## src/rtl/prefetch_scheduler.sv

```systemverilog
// rtl/prefetch_scheduler.sv - per-scanline prefetch sequencer for background/foreground units
module prefetch_scheduler #(
   parameter int NUM_CLIENTS    = 2,
   parameter int VISIBLE_LINES  = 240,
   parameter int TOTAL_LINES    = 262,
   parameter int TIMEOUT_CYCLES = 1024
) (
   input  logic                   gpu_clk,
   input  logic                   rst,
   input  logic                   enable_i,
   input  logic                   line_start_i,
   input  logic                   frame_start_i,
   input  logic [NUM_CLIENTS-1:0] client_ready_i,
   input  logic                   clear_status_i,
   output logic [NUM_CLIENTS-1:0] prefetch_start_o,
   output logic [7:0]             prefetch_y_o,
   output logic                   busy_o,
   output logic [7:0]             overrun_count_o,
   output logic                   timeout_o
);

   localparam int LW = $clog2(TOTAL_LINES);
   localparam int TW = (TIMEOUT_CYCLES > 1) ? $clog2(TIMEOUT_CYCLES) : 1;

   typedef enum logic [1:0] {
      S_IDLE  = 2'd0,
      S_ISSUE = 2'd1,
      S_GUARD = 2'd2,
      S_WAIT  = 2'd3
   } state_t;

   state_t                 state_q, state_d;
   logic [LW-1:0]          line_q, line_d;
   logic [7:0]             y_q, y_d;
   logic [NUM_CLIENTS-1:0] mask_q, mask_d;
   logic [NUM_CLIENTS-1:0] start_q, start_d;
   logic [7:0]             ovr_q, ovr_d;
   logic                   tmo_flag_q, tmo_flag_d;
   logic [TW-1:0]          tmo_cnt_q, tmo_cnt_d;

   logic [LW-1:0]          target;
   logic                   req;
   logic [7:0]             inc;
   logic [9:0]             ovr_sum;

   // State, line counter and status registers; reset abandons any job in flight.
   always_ff @(posedge gpu_clk) begin
      if (rst) begin
         state_q    <= S_IDLE;
         line_q     <= '0;
         y_q        <= '0;
         mask_q     <= '0;
         start_q    <= '0;
         ovr_q      <= '0;
         tmo_flag_q <= 1'b0;
         tmo_cnt_q  <= '0;
      end else begin
         state_q    <= state_d;
         line_q     <= line_d;
         y_q        <= y_d;
         mask_q     <= mask_d;
         start_q    <= start_d;
         ovr_q      <= ovr_d;
         tmo_flag_q <= tmo_flag_d;
         tmo_cnt_q  <= tmo_cnt_d;
      end
   end

   // Next-state logic: line tracking, job sequencing and overrun accounting.
   always_comb begin
      state_d    = state_q;
      line_d     = line_q;
      y_d        = y_q;
      mask_d     = mask_q;
      start_d    = '0;
      tmo_cnt_d  = tmo_cnt_q;
      tmo_flag_d = tmo_flag_q;
      inc        = '0;

      // The target is derived from the already-advanced line number.
      if (frame_start_i) begin
         line_d = '0;
      end else if (line_start_i) begin
         line_d = (line_q == LW'(TOTAL_LINES - 1)) ? '0 : line_q + 1'b1;
      end
      target = (line_d == LW'(TOTAL_LINES - 1)) ? '0 : line_d + 1'b1;
      req    = line_start_i && enable_i && (target < LW'(VISIBLE_LINES));

      case (state_q)
         S_IDLE: begin
            if (req) begin
               state_d = S_ISSUE;
               y_d     = 8'(target);
               mask_d  = client_ready_i;
            end
         end
         S_ISSUE: begin
            start_d = mask_q;
            for (int i = 0; i < NUM_CLIENTS; i++) begin
               if (!mask_q[i]) inc = inc + 8'd1;
            end
            state_d = (mask_q == '0) ? S_IDLE : S_GUARD;
         end
         S_GUARD: begin
            // Clients may not have dropped ready yet; give them one cycle.
            state_d   = S_WAIT;
            tmo_cnt_d = '0;
         end
         S_WAIT: begin
            if ((client_ready_i & mask_q) == mask_q) begin
               state_d = S_IDLE;
            end else if (tmo_cnt_q == TW'(TIMEOUT_CYCLES - 1)) begin
               state_d    = S_IDLE;
               tmo_flag_d = 1'b1;
            end else begin
               tmo_cnt_d = tmo_cnt_q + 1'b1;
            end
         end
         default: state_d = S_IDLE;
      endcase

      // A request arriving mid-job is lost and recorded.
      if (req && state_q != S_IDLE) inc = inc + 8'd1;

      ovr_sum = {2'b00, ovr_q} + {2'b00, inc};
      ovr_d   = (ovr_sum > 10'd255) ? 8'd255 : ovr_sum[7:0];

      if (clear_status_i) begin
         ovr_d      = '0;
         tmo_flag_d = 1'b0;
      end
   end

   assign prefetch_start_o = start_q;
   assign prefetch_y_o     = y_q;
   assign busy_o           = (state_q != S_IDLE);
   assign overrun_count_o  = ovr_q;
   assign timeout_o        = tmo_flag_q;

endmodule

```

## config.mk

```make
export PLATFORM = sky130hd
export DESIGN_NAME = prefetch_scheduler
export DESIGN_NICKNAME = d
export VERILOG_FILES = /design/src/rtl/prefetch_scheduler.sv
export SDC_FILE = /design/constraint.sdc
export NUM_CORES = 1
export LEC_CHECK = 0
export ABC_AREA = 1
export ABC_CLOCK_PERIOD_IN_PS = 5200
export BUFFER_PORTS_ARGS = -buffer_cell sky130_fd_sc_hd__buf_4
export CAP_MARGIN = 40
export CORE_MARGIN = 1
export CORE_UTILIZATION = 30
export DETAILED_ROUTE_END_ITERATION = 8
export SETUP_SLACK_MARGIN = 0.2
export SYNTH_ARGS = -nofsm -noshare
export SYNTH_HDL_FRONTEND = slang
export SYNTH_SLANG_ARGS = --single-unit
```

## constraint.sdc

```tcl
create_clock -name gpu_clk -period 5.2 [get_ports gpu_clk]
set_clock_uncertainty 0.1 [all_clocks]
set_input_delay 1.04 -clock gpu_clk [delete_from_list [all_inputs] [get_ports gpu_clk]]
set_output_delay 1.04 -clock gpu_clk [all_outputs]
set_load 0.01 [all_outputs]
```

==> reports/results.ini <==
[critical_path]
worstPathArrival_ns=4.55
r2r_cells=24
worstSetupEndpointType=flip-flop
cp_max_fo=11
cp-start-kind=primary input
path_class=in -> reg
required_ns=5.33

[clock_network]
clock_sinks=42
cts_hold_buf=0
cts-htree-levels=2
cts-root-buf=clkbuf_8
clkTransAtPathRegs_ns=0.08
cts_resized=0
cts_buffers=5
cts_setup_buffers=0
clock_latency_ns=0.30
cts_tree=done
clockBufferDepth=2

[die]
dieHeight_um=92.0
dieWidth_um=92.0
coreArea_mm2=0.00777
io_pins=28
die_area_mm2=0.00846
initial_utilization=0.313
rows=32

[timing]
finalHoldViolations=0
slew_violations=0
tns_ns=0
rsz0062_at_grt=no
fmax_ghz=0.226
worst_pin_slew_ns=0.800
min_period_ns=4.42
fin_crit_sh=0.849
layout_setup_ws_ns=0.785
setup_viol=0
relSlewSlack=0.464

[pwr]
power_density_mw_per_mm2=224
design_power_total_uw=629
leakagePower_nw=1.33
peakVddDrop_mv=0.100

[drt]
routed_wl_mm=5.20
post_drt_wl_per_cell_um=10.5
vias=2206
drcViolationCount=0
dr.pass1.iters=4
via_per_inst=4.46
drt_iter0_markers=87
ant_nets=0

[yosys]
syn_avg_cell_area_um2=6.65
synth.top_cell.area_share=0.346
synth_area_mm2=0.00243
yosysWarnings=0
yosysSeqAreaShare=0.346
synth_cell_types=30
synth_cells=365
synthTopCellsByArea=dfxtp_1 (35%), nand2_1 (13%), inv_1 (9.3%)
synth_top_area_cell=dfxtp_1
ys_ff_latch=42
synth_nets=384

[place]
dpl.hpwl_mm=3.94
pre_cts_ws_ns=0.471
numPortBuffers=27
place_congestion=0.816

[final_layout]
nFillCells=854
drive_gt1_frac=0.142
syn2layout_area_growth_pct=15.4
antenna_cells=0
nNetsFinal=411

[grt]
grt_max_degree=17
grt_pass1_vias=2144
grt.overflow.total=0
grtUsageTotal=0.135
antenna_found_initial=0
grt_first_pass_wirelength_mm=9.24

[job]
max_cap_viol_count=0

[min_path]
hold_path_depth=2
min_path_type=reg -> reg

[status]
outcome=complete, no violations

-- layer usage --
| metal | global-route usage | part of all wire | wire (um) | up-vias |
|---|---|---|---|---|
| met5 | 0 | 0 | 0 | - |
| met4 | 0.0508 | 0.012 | 61 | 0 |
| met3 | 0.0274 | 0.031 | 161 | 5 |
| met2 | 0.230 | 0.46 | 2400 | 31 |
| met1 | 0.166 | 0.49 | 2570 | 970 |
| li1 | - | - | - | 1200 |
-- final timing paths --
kind,from,end,slack (ns)
setup reg to reg,line_q[1]$_SDFF_PP0_,overrun_count_o[5]$_SDFF_PP0_,1.07
hold / removal,tmo_cnt_q[8]$_SDFFE_PP0P_,tmo_cnt_q[8]$_SDFFE_PP0P_,0.35
hold reg to reg,tmo_cnt_q[8]$_SDFFE_PP0P_,tmo_cnt_q[8]$_SDFFE_PP0P_,0.35
setup / recovery,frame_start_i,overrun_count_o[5]$_SDFF_PP0_,0.78
-- Yosys cell counts --
master     n
nand2_1   84
inv_1     60
nor2_1    49
dfxtp_1   42
nand3_1   32
a21oi_1   19
ha_1      10
nand4_1   10
nor3_1     8
inv_2      7
o21ai_0    7
xor2_1     6
nor2_2     4
clkbuf_1   3
nand3_2    3
buf_2      2
buf_6      2
nand2_2    2
nand3_4    2
nor2_4     2
o22ai_1    2
a211oi_1   1
a21o_1     1
fa_1       1
nand3b_2   1
nor3b_1    1
o211ai_1   1
o21ai_1    1
o311a_1    1
xnor2_1    1
-- per-stage QoR --
stage	hold slack [ns]	instance area, um2	util	instances
2_1_floorplan	0.323	2430	-	365
3_3_place_gp	0.332	2720	0.350	487
4_1_cts	0.353	2800	0.361	495
3_5_place_dp	0.340	2720	0.350	487
5_1_grt	0.366	2800	0.361	495
6_report	0.353	2800	0.361	495
-- cell usage in the layout (no fill, tap or decap), types with 2 or more instances in the layout --
cell,netlist,routed
a21oi_1,19,19
buf_4,0,27
clkbuf_8,0,5
clkinv_2,0,2
dfxtp_1,42,42
ha_1,10,10
inv_1,60,60
inv_2,7,7
nand2_1,84,84
nand2_2,2,2
nand3_1,32,32
nand3_2,3,3
nand3_4,2,2
nand4_1,10,10
nor2_1,49,49
nor2_2,4,4
nor2_4,2,2
nor3_1,8,8
o21ai_0,7,7
o22ai_1,2,2
xor2_1,6,6
-- flip-flops by register name, indices dropped and copies added, names as in the netlist, named ones only --
| name | cells |
|---|---|
| overrun_count_o | 8 |
| line_q | 9 |
| timeout_o | 1 |
| mask_q | 2 |
| state_q | 1 |
| tmo_cnt_q | 10 |
| prefetch_y_o | 8 |
| prefetch_start_o | 2 |
-- logic make-up (layout without fill, tap and decap cells) --
| family | after synthesis | in the layout | share of synthesized area |
|---|---|---|---|
| fa+ha+maj | 11 | 11 | 0.0598 |
| simple gates | 198 | 198 | 0.373 |
| xor+xnor | 7 | 7 | 0.0252 |
| compound gates | 33 | 33 | 0.0742 |
| buf+inv | 74 | 102 | 0.122 |
| flops | 42 | 42 | 0.346 |
-- report_power, final --
group / total, mW / switching [mW] / internal [mW]
clock network: 0.215 / 0.121 / 0.0946
logic: 0.0775 / 0.0477 / 0.0298
registers: 0.336 / 0.00569 / 0.330
total: 0.629 / 0.174 / 0.455
-- final cells by class --
class | count | area [um2] | share of cell area
clock buffer | 5 | 68.8 | 0.0246
clock inverter | 3 | 18.8 | 0.00670
inverter | 67 | 251 | 0.0897
multi-input combinational | 249 | 1290 | 0.461
sequential | 42 | 841 | 0.300
tap | 102 | 128 | 0.0455
timing repair buffer | 27 | 203 | 0.0723
-- critical path, stage by stage --
cell and delay, ns:
buf_4 0.10, inv_1 0.26, nand3_1 0.22, inv_1 0.13, ha_1 0.17, nand3_1 0.14
nor2_4 0.20, xor2_1 0.26, nor2_2 0.09, nand3_4 0.12, nand2_2 0.10, nor2_1 0.13
nand2_1 0.06, nand2_1 0.06, ha_1 0.15, inv_1 0.05, fa_1 0.40, o22ai_1 0.23
nand3_1 0.13, nor2_1 0.15, nand2_1 0.16, a21oi_1 0.17
No activity file was read; power rests on OpenSTA's default activity.
